**config.mk**
```make
export PLATFORM = sky130hd
export DESIGN_NAME = sdram_rd_capture
export DESIGN_NICKNAME = d
export VERILOG_FILES = /design/src/rtl/sdram_pkg.sv /design/src/rtl/sdram_sync_fifo.sv /design/src/rtl/sdram_rd_capture.sv
export SDC_FILE = /design/constraint.sdc
export NUM_CORES = 1
export LEC_CHECK = 0
export BUFFER_PORTS_ARGS = -buffer_cell sky130_fd_sc_hd__buf_2
export CAP_MARGIN = 20
export CORE_ASPECT_RATIO = 1.2
export CORE_MARGIN = 3
export CORE_UTILIZATION = 30
export CTS_BUF_LIST = sky130_fd_sc_hd__clkbuf_4 sky130_fd_sc_hd__clkbuf_8
export DETAILED_ROUTE_END_ITERATION = 8
export GPL_ROUTABILITY_DRIVEN = 0
export MAX_ROUTING_LAYER = met4
export PLACE_DENSITY = 0.52
export SLEW_MARGIN = 20
export SYNTH_ARGS = -nofsm -noshare
export SYNTH_HDL_FRONTEND = slang
export SYNTH_HIERARCHICAL = 1
export SYNTH_SLANG_ARGS = --single-unit
```
**constraint.sdc**
```tcl
create_clock -name clk -period 5.7 [get_ports clk]
set_input_delay 0 -clock clk [delete_from_list [all_inputs] [get_ports clk]]
set_output_delay 0 -clock clk [all_outputs]
set_load 0.03 [all_outputs]
```
**src/rtl/sdram_pkg.sv**
```systemverilog
// Shared SDRAM command encodings and read-burst constants.
package sdram_pkg;

   localparam logic [3:0] CMD_NOP  = 4'b0111;
   localparam logic [3:0] CMD_PRE  = 4'b0010;
   localparam logic [3:0] CMD_AREF = 4'b0001;
   localparam logic [3:0] CMD_ACT  = 4'b0011;
   localparam logic [3:0] CMD_WE   = 4'b0100;
   localparam logic [3:0] CMD_RD   = 4'b0101;

   localparam int BURST_LEN  = 4;
   localparam int CL_DEFAULT = 3;

endpackage

```
**src/rtl/sdram_sync_fifo.sv**
```systemverilog
// Synchronous FIFO with wrap-flag pointers; head word is combinational and reads 0 while empty.
module sdram_sync_fifo #(
   parameter int W     = 17,
   parameter int DEPTH = 16
) (
   input  logic                     clk,
   input  logic                     rst,
   input  logic                     i_push,
   input  logic [W-1:0]             i_data,
   input  logic                     i_pop,
   output logic [W-1:0]             o_data,
   output logic                     o_full,
   output logic                     o_empty,
   output logic [$clog2(DEPTH):0]   o_level
);

   localparam int          AW      = $clog2(DEPTH);
   localparam logic [AW:0] PTR_ONE = (AW+1)'(1);

   logic [W-1:0] r_mem [DEPTH];
   logic [AW:0]  r_wptr;
   logic [AW:0]  r_rptr;
   logic         w_push;
   logic         w_pop;

   assign o_empty = (r_wptr == r_rptr);
   assign o_full  = (r_wptr[AW-1:0] == r_rptr[AW-1:0]) && (r_wptr[AW] != r_rptr[AW]);
   assign w_pop   = i_pop && !o_empty;
   // A full FIFO still accepts a push when the head leaves in the same cycle.
   assign w_push  = i_push && (!o_full || w_pop);
   assign o_level = r_wptr - r_rptr;
   assign o_data  = o_empty ? '0 : r_mem[r_rptr[AW-1:0]];

   always_ff @(posedge clk) begin
      if (rst) begin
         r_wptr <= '0;
         r_rptr <= '0;
      end else begin
         if (w_push) r_wptr <= r_wptr + PTR_ONE;
         if (w_pop)  r_rptr <= r_rptr + PTR_ONE;
      end
   end

   // NOTE: storage has no reset; o_data is masked while empty so stale entries never show.
   always_ff @(posedge clk) begin
      if (w_push) r_mem[r_wptr[AW-1:0]] <= i_data;
   end

endmodule

```
**src/rtl/sdram_rd_capture.sv**
```systemverilog
// Captures 4-beat SDRAM read bursts CL cycles after each read command and queues them for a consumer.
module sdram_rd_capture
   import sdram_pkg::*;
#(
   parameter int CL    = CL_DEFAULT,
   parameter int DEPTH = 16,
   parameter int DW    = 16
) (
   input  logic                   clk,
   input  logic                   rst,
   input  logic [3:0]             rd_cmd,
   input  logic [DW-1:0]          sdram_dq,
   output logic [DW-1:0]          dout_data,
   output logic                   dout_last,
   output logic                   dout_valid,
   input  logic                   dout_ready,
   output logic                   rd_space,
   output logic [$clog2(DEPTH):0] level,
   output logic                   overflow
);

   logic [CL-1:0] r_issue;
   logic          r_active;
   logic [1:0]    r_beat;
   logic          r_overflow;
   logic          r_rd_space;

   logic          w_start;
   logic          w_capture;
   logic [1:0]    w_beat;
   logic          w_pop;
   logic          w_full;
   logic          w_empty;
   logic [DW-1:0] w_head_data;
   logic          w_head_last;
   logic [3:0]    w_pending;

   // The oldest issue bit marks the edge where beat 0 lands; a newer start restarts the counter.
   assign w_start   = r_issue[CL-1];
   assign w_capture = w_start || r_active;
   assign w_beat    = w_start ? 2'd0 : r_beat;
   assign w_pop     = dout_valid && dout_ready;

   always_ff @(posedge clk) begin
      if (rst) begin
         r_issue    <= '0;
         r_active   <= 1'b0;
         r_beat     <= 2'd0;
         r_overflow <= 1'b0;
         r_rd_space <= 1'b1;
      end else begin
         r_issue <= {r_issue[CL-2:0], (rd_cmd == CMD_RD)};
         if (w_start) begin
            r_active <= 1'b1;
            r_beat   <= 2'd1;
         end else if (r_active) begin
            if (r_beat == 2'd3) r_active <= 1'b0;
            r_beat <= r_beat + 2'd1;
         end
         if (w_capture && w_full && !w_pop) r_overflow <= 1'b1;
         r_rd_space <= (int'(level) + int'(w_pending) + BURST_LEN) <= DEPTH;
      end
   end

   // Pending = future capture edges covered by the active burst or any scheduled burst.
   // NOTE: v_cov is a per-iteration temporary, so it is assigned first in every pass to avoid a latch.
   always_comb begin
      logic v_cov;
      w_pending = '0;
      v_cov     = 1'b0;
      for (int d = 1; d <= CL + 3; d++) begin
         v_cov = r_active && (d <= 4 - int'(r_beat));
         for (int j = 0; j < CL; j++) begin
            if (r_issue[j] && (d >= CL - j) && (d <= CL - j + 3)) v_cov = 1'b1;
         end
         if (v_cov) w_pending = w_pending + 4'd1;
      end
   end

   sdram_sync_fifo #(
      .W     (DW + 1),
      .DEPTH (DEPTH)
   ) u_fifo (
      .clk     (clk),
      .rst     (rst),
      .i_push  (w_capture),
      .i_data  ({(w_beat == 2'd3), sdram_dq}),
      .i_pop   (w_pop),
      .o_data  ({w_head_last, w_head_data}),
      .o_full  (w_full),
      .o_empty (w_empty),
      .o_level (level)
   );

   assign dout_valid = !w_empty;
   assign dout_data  = w_head_data;
   assign dout_last  = w_head_last;
   assign rd_space   = r_rd_space;
   assign overflow   = r_overflow;

endmodule

```
==> metrics.txt <==
# setup viols final=0; EDFF count, synth=around 270; CP most frequent cell=ha_1; root buf cell=clkbuf_8; final worst slack=around 0.57 ns; area leader, netlist=edfxtp_1; Design Area, Final=around 0.014 mm2; Synthesized Nets=between 600 and 700; CP Launch Type=flop; row count=80; Synth Instances=630; Worst-path clk slew=around 0.060 ns; final worst-path cycle share=90.0%; commonest non-fill, non-tap cell in the layout=edfxtp_1; final hold vios=0; Post-Route WL=27500 um; Die Y=roughly 230 um; Hold Path Class=in -> reg; share of cells above drive strength 1=a little under 30%; ys flop type=edfxtp_1; post-DP HPWL=16200 um; first-pass GRT wire length=a little over 40000 um; VDD IR max=~0.13 mV; Initial DRC Count=328; First-pass DRT Iterations=4; number of global-route vias before repair=~6.7k; post-CTS sizing=0; CP bufs+invs=3; Post-synth ARST share=0%; Max Clk Rate=0.195 GHz; Cell Pwr Density=a little under 300 mW/mm2; min cycle time layout=around 5.1 ns; clock sink count=approximately 290; Mapped Area=between 0.01 and 0.015 mm2; placed cell area=roughly 0.013 mm2; post-synthesis sequential area ratio=around 70%; nets=about 790; WL per Instance=~21 um; most frequent cells in the layout=edfxtp_1, mux4_2, clkbuf_8; total CTS buffers=49; DR vias/cell=about 4.7; Slowest Stage Delay on Critical Path=roughly 0.45 ns; initial core utilization=a little under a third; Avg Inst Size Synth=just under 20 um2; DIE AREA=~0.043 mm2; via count=approximately 6.2k; number of post-CTS setup repair buffers=0; register bit count reported by yosys=a little under 300; Sw Share=20.3%; Worst path slowest cell=dfxtp_1; Slew Limit Fails=0; Crit. Startpoint=r_beat[0]$_SDFFE_PP0N_; Worst Path Max Fanout=6; RSZ-0062 raised after global routing=false; CP arrival=~5.6 ns; DP Worst Slack=0.552 ns; Required @ worst endpoint=about 6 ns; Clk network pwr share=42.3%; Top delay family on crit path=adder cells; DR DRC count=0; total gr overflow=0; clk_skew=around 0.013 ns; Worst-Margin Slew=around 0.92 ns; outcome=complete, no violations; I/O pin count=48; P_int=around 3.3 mW; Clock Tree Buf Depth=3; Crit. End Element=flop; part of the power in registers=a little under three fifths; top post-synthesis cells by area=edfxtp_1, mux4_2, dfxtp_1; CP cell instances=ha_1 -> inv_1 -> a21oi_1 -> nand2b_1 -> ha_1 -> xnor2_1 -> ha_1 -> nand2_1 -> o31a_1 -> inv_1 -> ha_1 -> nor2_1 -> a21oi_1 -> ha_1 -> mux2_2 -> ha_1 -> ha_1 -> inv_1 -> fa_1 -> xnor2_1 -> nor4b_1 -> nor2b_1 -> o31a_1 -> o31ai_1; antenna-violating nets left=0; area share of the largest cell type after synthesis=between 60 and 70%; number of buffers added on ports=47; Clock Latency Late Sink=0.55 ns; Synth Warn #=6; Setup CP Type=reg -> reg; Comb power frac=approximately 1.7%; Max-Cap Viols=0; initial antenna violation count=0; Leakage=roughly 4.7 nW; R2R Path Start=r_beat[0]$_SDFFE_PP0N_; Horiz. Die Dim=190 um; post-route setup TNS=0 ns; hold_sp=rd_cmd[2]; area of the core=about 0.04 mm2; Distinct cells, synth=58; relative slew slack=between 30 and 40%; area grow syn2layout=16.3%; CTS Hold Bufs=20; largest net degree at the start of global routing=48; H-tree levels=2; n_diodes=0; total track usage=a little over an eighth; CTS tree=built; Psw=~850 uW
## worst reg2reg max path, delay by kind of cell, from the launching register on
kind,cells,cell delay [ns]
simple gates,5,0.65
buf+inv,3,0.15
compound gates,5,0.97
mux,1,0.27
fa+ha+maj,8,2.22
xor+xnor,2,0.32
flops,1,0.45
## through the flow
stage                     power, mW  instances  util (%)  hold WS [ns]
after floorplan                2.42        630         -        0.0716
after global placement         2.46       1203      32.7         0.284
after detailed placement       2.46       1203      32.7         0.292
after CTS                      4.27       1314      35.5         0.236
after global routing           4.38       1314      35.5         0.285
final                          4.20       1314      35.5         0.284
## registers in the layout, summed over array words and instances, names as in the netlist, named ones only
signal / cells
r_issue: 3
r_beat: 2
u_fifo/r_rptr: 5
rd_space: 1
u_fifo/r_wptr: 5
r_active: 1
overflow: 1
u_fifo/r_mem: 272
## power by group through the flow
stage / combinational [mW] / clock (mW) / sequential [mW]
5_1_grt: 0.0791 / 1.95 / 2.35
3_3_place_gp: 0.0598 / 0 / 2.40
6_report: 0.0702 / 1.78 / 2.35
4_1_cts: 0.0727 / 1.84 / 2.35
2_1_floorplan: 0.0221 / 0 / 2.40
3_5_place_dp: 0.0611 / 0 / 2.40
## worst paths after layout
path | end | cells past startpoint | slack (ns)
worst max-delay path | rd_space$_SDFF_PP1_ | 24 | 0.57
worst min-delay path | r_issue[0]$_SDFF_PP0_ | 3 | 0.28
worst max register to register | rd_space$_SDFF_PP1_ | 24 | 0.57
worst min register to register | overflow$_SDFFE_PP0P_ | 1 | 0.51
## per-layer routing
metal	wire length, um	up-vias	track usage, %
met4	412	0	3.27
met1	12000	3265	16.2
met2	14100	116	22.8
li1	-	2795	-
met3	969	37	2.28
met5	0	-	-
## synth_stat cells, types with 3 or more instances
| master | instances |
|---|---|
| edfxtp_1 | 272 |
| nor3_1 | 21 |
| xnor2_1 | 10 |
| clkbuf_1 | 5 |
| and3_1 | 12 |
| and2_1 | 5 |
| o21ai_0 | 5 |
| o31a_1 | 3 |
| ha_1 | 28 |
| a21o_1 | 4 |
| buf_4 | 6 |
| mux2i_1 | 20 |
| nor2b_1 | 8 |
| inv_1 | 20 |
| nand2_1 | 9 |
| buf_2 | 9 |
| xor2_1 | 8 |
| buf_6 | 6 |
| o211ai_1 | 3 |
| mux4_2 | 68 |
| dfxtp_1 | 22 |
| a221o_1 | 17 |
| a21oi_1 | 7 |
| mux2_2 | 3 |
| nor2_1 | 19 |
| nand3_1 | 3 |
## logic make-up after synthesis
logic type / synth area share [%]
and+or+nand+nor: 4.52
muxes: 14.6
buffers and inverters: 2.51
adders and majority gates: 3.19
DFF: 70.4
xor gates and xnor gates: 1.56
AOI/OAI and AO/OA: 3.27
## layout make-up
type / instances / area, um2
Tap cell: 533 / 667
Clock buffer: 66 / 815
Clock inverter: 25 / 130
Inverter: 20 / 75.1
Timing Repair Buffer: 89 / 601
Fill cell: 3777 / 25800
Sequential cell: 294 / 8620
Multi-Input combinational cell: 287 / 3310
Power figures use the tool's default switching activity.
